<file path="config.mk">
export PLATFORM = sky130hd
export DESIGN_NAME = cordic_vec_sched
export DESIGN_NICKNAME = d
export VERILOG_FILES = /design/src/rtl/cordic_pkg.sv /design/src/rtl/cordic_rr_arb.sv /design/src/rtl/cordic_vec_sched.sv
export SDC_FILE = /design/constraint.sdc
export NUM_CORES = 1
export LEC_CHECK = 0
export ABC_CLOCK_PERIOD_IN_PS = 1900
export BUFFER_PORTS_ARGS = -buffer_cell sky130_fd_sc_hd__clkbuf_2
export CORE_ASPECT_RATIO = 0.6
export CORE_UTILIZATION = 44
export DETAILED_ROUTE_END_ITERATION = 8
export GPL_TIMING_DRIVEN = 0
export PLACE_DENSITY = 0.84
export SLEW_MARGIN = 20
export SYNTH_ARGS = -nofsm -noshare
export SYNTH_HDL_FRONTEND = slang
export SYNTH_SLANG_ARGS = --single-unit
</file>
<file path="constraint.sdc">
create_clock -name clk -period 1.9 [get_ports clk]
set_clock_uncertainty 0.2 [all_clocks]
set_input_delay 0.095 -clock clk [delete_from_list [all_inputs] [get_ports clk]]
set_output_delay 0.095 -clock clk [all_outputs]
set_load 0.02 [all_outputs]
</file>
<file path="src/rtl/cordic_pkg.sv">
// Shared types and helpers for the vectoring CORDIC scheduler family.
package cordic_pkg;

    // Widest requester vector the round-robin helper can search.
    localparam int RR_MAX   = 32;
    localparam int RR_IDX_W = 5;

    typedef enum logic [1:0] {
        IDLE = 2'd0,
        ITER = 2'd1,
        DONE = 2'd2
    } vec_state_t;

    // Next round-robin winner: the first set bit of valid, searching
    // last+1, last+2, ... modulo nreq. Returns -1 when nothing is valid.
    function automatic int rr_next(input logic [RR_MAX-1:0] valid,
                                   input int                last,
                                   input int                nreq);
        int win;
        int cand;
        win = -1;
        for (int k = 1; k <= RR_MAX; k++) begin
            cand = last + k;
            if (cand >= nreq) begin
                cand = cand - nreq;
            end else begin
                cand = cand;
            end
            if ((win < 0) && (k <= nreq) && (cand >= 0) && (cand < RR_MAX)) begin
                if (valid[cand[RR_IDX_W-1:0]]) begin
                    win = cand;
                end else begin
                    win = win;
                end
            end else begin
                win = win;
            end
        end
        return win;
    endfunction

endpackage

</file>
<file path="src/rtl/cordic_rr_arb.sv">
// Round-robin arbiter: combinational winner select, last-grant register
// updated only when a grant is actually issued.
module cordic_rr_arb
    import cordic_pkg::*;
#(
    parameter  int NREQ = 2,
    localparam int ID_W = $clog2(NREQ)
)(
    input  logic            clk,
    input  logic            rst_n,
    input  logic            en,
    input  logic [NREQ-1:0] req_valid,
    output logic [NREQ-1:0] grant,
    output logic [ID_W-1:0] win_id
);

    localparam logic [NREQ-1:0] ONE_HOT0 = {{(NREQ-1){1'b0}}, 1'b1};

    logic [ID_W-1:0]   rr_last_r;
    logic [RR_MAX-1:0] valid_pad_s;
    int                win_s;

    // Pick the next requester after the last grant; grant only when enabled.
    always_comb begin
        valid_pad_s             = '0;
        valid_pad_s[NREQ-1:0]   = req_valid;
        win_s                   = rr_next(valid_pad_s, int'(rr_last_r), NREQ);
        if (en && (win_s >= 0)) begin
            win_id = ID_W'(win_s);
            grant  = ONE_HOT0 << win_id;
        end else begin
            win_id = '0;
            grant  = '0;
        end
    end

    // Remember the last granted requester; requester 0 has first priority after reset.
    always_ff @(posedge clk or negedge rst_n) begin
        if (!rst_n) begin
            rr_last_r <= ID_W'(NREQ - 1);
        end else if (|grant) begin
            rr_last_r <= win_id;
        end
    end

endmodule

</file>
<file path="src/rtl/cordic_vec_sched.sv">
// Sequencer/arbiter sharing one iterative vectoring CORDIC datapath among
// NREQ requesters: grant, load pre-processor, step N_ITER iterations, then
// hold a tagged result until downstream accepts it.
module cordic_vec_sched
    import cordic_pkg::*;
#(
    parameter  int XY_W   = 16,
    parameter  int N_ITER = 16,
    parameter  int NREQ   = 2,
    localparam int ID_W   = $clog2(NREQ),
    localparam int IT_W   = $clog2(N_ITER)
)(
    input  logic                 clk,
    input  logic                 rst_n,
    input  logic                 flush,
    input  logic [NREQ-1:0]      req_valid,
    output logic [NREQ-1:0]      req_ready,
    input  logic [NREQ*XY_W-1:0] req_x,
    input  logic [NREQ*XY_W-1:0] req_y,
    output logic                 pp_ce,
    output logic                 pp_load,
    output logic [XY_W-1:0]      pp_x_in,
    output logic [XY_W-1:0]      pp_y_in,
    output logic                 core_ce,
    output logic                 core_first,
    output logic [IT_W-1:0]      core_iter,
    output logic                 res_valid,
    input  logic                 res_ready,
    output logic [ID_W-1:0]      res_id,
    output logic                 busy
);

    vec_state_t      state_r;
    logic [IT_W-1:0] iter_cnt_r;
    logic [ID_W-1:0] cur_id_r;
    logic            core_ce_r;
    logic            core_first_r;
    logic            res_valid_r;
    logic            busy_r;

    logic            arb_en_s;
    logic [NREQ-1:0] grant_s;
    logic [ID_W-1:0] win_id_s;
    logic            accept_s;
    logic [ID_W-1:0] sel_s;
    logic [XY_W-1:0] x_arr_s [NREQ];
    logic [XY_W-1:0] y_arr_s [NREQ];

    // Arbitration only in IDLE; flush suppresses any grant that cycle.
    assign arb_en_s = (state_r == IDLE) && !flush;

    cordic_rr_arb #(
        .NREQ (NREQ)
    ) u_arb (
        .clk       (clk),
        .rst_n     (rst_n),
        .en        (arb_en_s),
        .req_valid (req_valid),
        .grant     (grant_s),
        .win_id    (win_id_s)
    );

    assign accept_s  = |grant_s;
    assign req_ready = grant_s;
    assign pp_ce     = accept_s;
    assign pp_load   = accept_s;

    // Unpack flattened operands and steer the winner (on accept) or the current owner.
    always_comb begin
        for (int i = 0; i < NREQ; i++) begin
            x_arr_s[i] = req_x[i*XY_W +: XY_W];
            y_arr_s[i] = req_y[i*XY_W +: XY_W];
        end
        if (accept_s) begin
            sel_s = win_id_s;
        end else begin
            sel_s = cur_id_r;
        end
        pp_x_in = x_arr_s[sel_s];
        pp_y_in = y_arr_s[sel_s];
    end

    // Operation sequencer: IDLE -> ITER (N_ITER steps) -> DONE -> IDLE, registered outputs.
    always_ff @(posedge clk or negedge rst_n) begin
        if (!rst_n) begin
            state_r      <= IDLE;
            iter_cnt_r   <= '0;
            cur_id_r     <= '0;
            core_ce_r    <= 1'b0;
            core_first_r <= 1'b0;
            res_valid_r  <= 1'b0;
            busy_r       <= 1'b0;
        end else if (flush) begin
            state_r      <= IDLE;
            iter_cnt_r   <= '0;
            core_ce_r    <= 1'b0;
            core_first_r <= 1'b0;
            res_valid_r  <= 1'b0;
            busy_r       <= 1'b0;
        end else begin
            case (state_r)
                IDLE: begin
                    if (accept_s) begin
                        state_r      <= ITER;
                        iter_cnt_r   <= '0;
                        cur_id_r     <= win_id_s;
                        core_ce_r    <= 1'b1;
                        core_first_r <= 1'b1;
                        busy_r       <= 1'b1;
                    end
                end
                ITER: begin
                    core_first_r <= 1'b0;
                    if (iter_cnt_r == IT_W'(N_ITER - 1)) begin
                        state_r     <= DONE;
                        iter_cnt_r  <= '0;
                        core_ce_r   <= 1'b0;
                        res_valid_r <= 1'b1;
                    end else begin
                        iter_cnt_r <= iter_cnt_r + IT_W'(1);
                    end
                end
                DONE: begin
                    // core_ce stays low so the core outputs hold the result.
                    if (res_ready) begin
                        state_r     <= IDLE;
                        res_valid_r <= 1'b0;
                        busy_r      <= 1'b0;
                    end
                end
                default: begin
                    state_r      <= IDLE;
                    iter_cnt_r   <= '0;
                    core_ce_r    <= 1'b0;
                    core_first_r <= 1'b0;
                    res_valid_r  <= 1'b0;
                    busy_r       <= 1'b0;
                end
            endcase
        end
    end

    assign core_ce    = core_ce_r;
    assign core_first = core_first_r;
    assign core_iter  = iter_cnt_r;
    assign res_valid  = res_valid_r;
    assign res_id     = cur_id_r;
    assign busy       = busy_r;

endmodule

</file>
==> qor.yml <==
clock.fmax_mhz: 438.1
routed_wl_microns: 8172
synth_enable_flop_cells: 0
synth_compound_area_frac: 0.4073
period_share: 1.201
yosysUniqueCellTypes: 34
setup_tns_ns: -9.832
root_buffer: "clkbuf_8"
clk_pin_slew_worst_paths_ns: 0.06
path_max_fanout: 10
ir_drop_v: 0.0006035
layout.cells.non_filler: 445
async_flop_share: 1.000
slowest_stage: "or3_4"
nets: 460
r2r_end: "res_id$_DFFE_PN0P_"
track_usage: 0.3107
p_total_mw: 3.015
post-route-util: 0.8690
yosys_most_used_dff: "dfrtp_1"
placed_cells: 431
slew_violations: 0
path_class: "reg2out"
yosys.area_share.adder: 0.006743
rows: 17
worstMarginPinSlew_ns: 0.7008
cts_buffer_depth: 2
grt_max_degree: 13
synth_top_family_by_area: "compound AO/OA/AOI/OAI gates"
cp-start-kind: "flip-flop"
ff2ff_path_depth: 6
syn_inst: 261
dr.pass1.iters: 5
syn-num-nets: 332
power_density_nw_per_um2: 901.1
p_leak_nw: 1.362
yosys_warnings: 0
drc: 0
ys_ff_latch: 12
pre_cts_ws_ns: -0.3126
die_area_sq_um: 4489
initial_utilization: 0.4820
globalplace.congestion: 0.8865
cts_made_buffers: 3
cts_tree: "done"
endpoint_kind: "output port"
violations: "setup timing"
dp_hpwl_microns: 4667
maxCapViolCount: 0
antennaDiodeCount: 0
rsz0062_at_grt: "true"
post_drt_wl_per_cell_microns: 18.36
grt_pass1_vias: 2358
whs_ns: 0.07835
status: "complete, but fails checks"
area_growth_pct: 80.31
fin_area_sq_um: 3346
clk_latency_ns: 0.25
overflow: 0
cp.arrival_ns: 1.99
die_y_microns: 52.30
drtIter0Drc: 171
layout_setup_ws_ns: -0.3825
max_stage_delay_ns: 0.42
syn_avg_cell_area_sq_um: 7.109
placed_area_sq_um: 2502
setup_viol_count_final: 36
hp-class: "in2async"
r2r_start: "state_r[1]$_DFFE_PN0P_"
ys_seq_area_frac: 0.1625
cp_cell_sequence: "or3_4, buf_4, clkbuf_4, o21ai_0, o211ai_1, buf_4"
cts.sinks: 12
syn-cell-area_sq_um: 1856
required_ns: 1.60
vias: 2860
path_common_cell: "buf_4"
ant_nets: 0
synth_xor_area_frac: 0.004720
worst-r2r-setup-slack_ns: 0.12
io_pins: 115
io_buffer_count: 113
synth_mux_area_frac: 0
grt_first_pass_wirelength_microns: 11150
layout-drive-gt1-share: 0.5026
htreeDepth: 1
antenna_found_initial: 0
dieWidth_microns: 85.84
hold_viol: 0
slew_headroom: 0.5311
synthSimpleGateAreaFrac: 0.2906
period_needed_ns: 2.282
core_area_sq_um: 3850
vias_per_cell: 6.427
==> placed cells by master (no fill, tap or decap), drive strengths merged, types with 2 or more instances in the layout <==
master	Yosys	layout
o31ai	32	32
buf	13	52
inv	5	5
a21oi	3	3
o211ai	34	34
clkbuf	26	110
nor2	5	5
nand2	6	6
nor3	2	2
nand3	7	7
o21ai	37	37
nand4	32	32
dfrtp	11	11
nand2b	2	2
dlygate4sd3	0	3
nor2b	33	33
==> per-layer routing <==
layer	part of all wire	track usage	up-vias	wire, microns
met5	0	0	-	0
met2	0.47	0.5107	205	3825
met4	0.013	0.09444	0	108
met3	0.089	0.04882	14	724
met1	0.43	0.4230	1369	3513
li1	-	-	1272	-
==> report_power, final <==
part | internal [mW] | switching [mW] | leakage, nW | total (mW)
combinational | 0.999 | 1.38 | 1.18 | 2.37
clock | 0.184 | 0.105 | 0.0288 | 0.288
sequential | 0.306 | 0.0464 | 0.152 | 0.352
total | 1.49 | 1.53 | 1.36 | 3.01
==> registers in the layout, indices dropped and copies added, names as in the netlist <==
| name | count |
|---|---|
| busy | 1 |
| core_ce | 1 |
| core_first | 1 |
| core_iter | 4 |
| res_id | 1 |
| res_valid | 1 |
| state_r | 2 |
| u_arb.rr_last_r | 1 |
==> final cells by class <==
type | instances | area, sq um
inverter | 5 | 18.77
clock buffer | 4 | 55.05
sequential | 12 | 302.8
multi-input combinational | 205 | 1753
tap | 57 | 71.32
buffer | 35 | 266.5
fill | 209 | 504.2
timing repair buffer | 127 | 878.3
==> how the worst max path moves through the flow <==
stage | start | to | slack, ns | cells after the start
after floorplan | state_r[0]$_DFFE_PN0P_ | pp_x_in[0] | -0.11 | 7
after global placement | state_r[0]$_DFFE_PN0P_ | pp_y_in[8] | -0.28 | 6
after detailed placement | state_r[0]$_DFFE_PN0P_ | pp_y_in[0] | -0.31 | 6
after CTS | state_r[0]$_DFFE_PN0P_ | pp_x_in[10] | -0.35 | 7
after global routing | state_r[1]$_DFFE_PN0P_ | pp_y_in[7] | -0.40 | 5
final | state_r[1]$_DFFE_PN0P_ | pp_x_in[9] | -0.38 | 6
==> synthesized netlist by cell type, types with 3 or more instances <==
library cell | n | share of area
o31ai_1 | 32 | 0.13
o21ai_1 | 6 | 0.016
nand2_1 | 6 | 0.012
clkbuf_1 | 26 | 0.053
nand3_1 | 7 | 0.019
nor2b_1 | 33 | 0.11
nand4_1 | 32 | 0.11
o211ai_1 | 32 | 0.13
a21oi_1 | 3 | 0.0081
o21ai_0 | 31 | 0.084
dfrtp_1 | 11 | 0.15
buf_4 | 3 | 0.012
inv_1 | 5 | 0.010
buf_6 | 8 | 0.049
nor2_1 | 5 | 0.010
==> critical path, delay by kind of cell (launching register included) <==
family                 cells  cell delay [ns]
and+or+nand+nor            1             0.42
buffers and inverters      3             0.53
DFF                        1             0.41
AOI/OAI and AO/OA          2             0.38
==> logic make-up (layout without fill, tap and decap cells) <==
group | Yosys count | in the layout
adder cells (fa/ha/maj) | 1 | 1
XOR/XNOR | 1 | 1
buffers and inverters | 44 | 171
AND/OR/NAND/NOR | 91 | 91
AO/OA/AOI/OAI | 112 | 112
flip-flops | 12 | 12
==> what timing repair did <==
item                                   CTS  global route
endpoints found under the hold margin   15             3
pin swaps                               38            30
hold buffers                             1             2
gates cloned                             3             2
gates resized for setup                117            86
setup endpoints to repair               37            36
buffers inserted                         4             2
(Power assumes the default switching activity.)
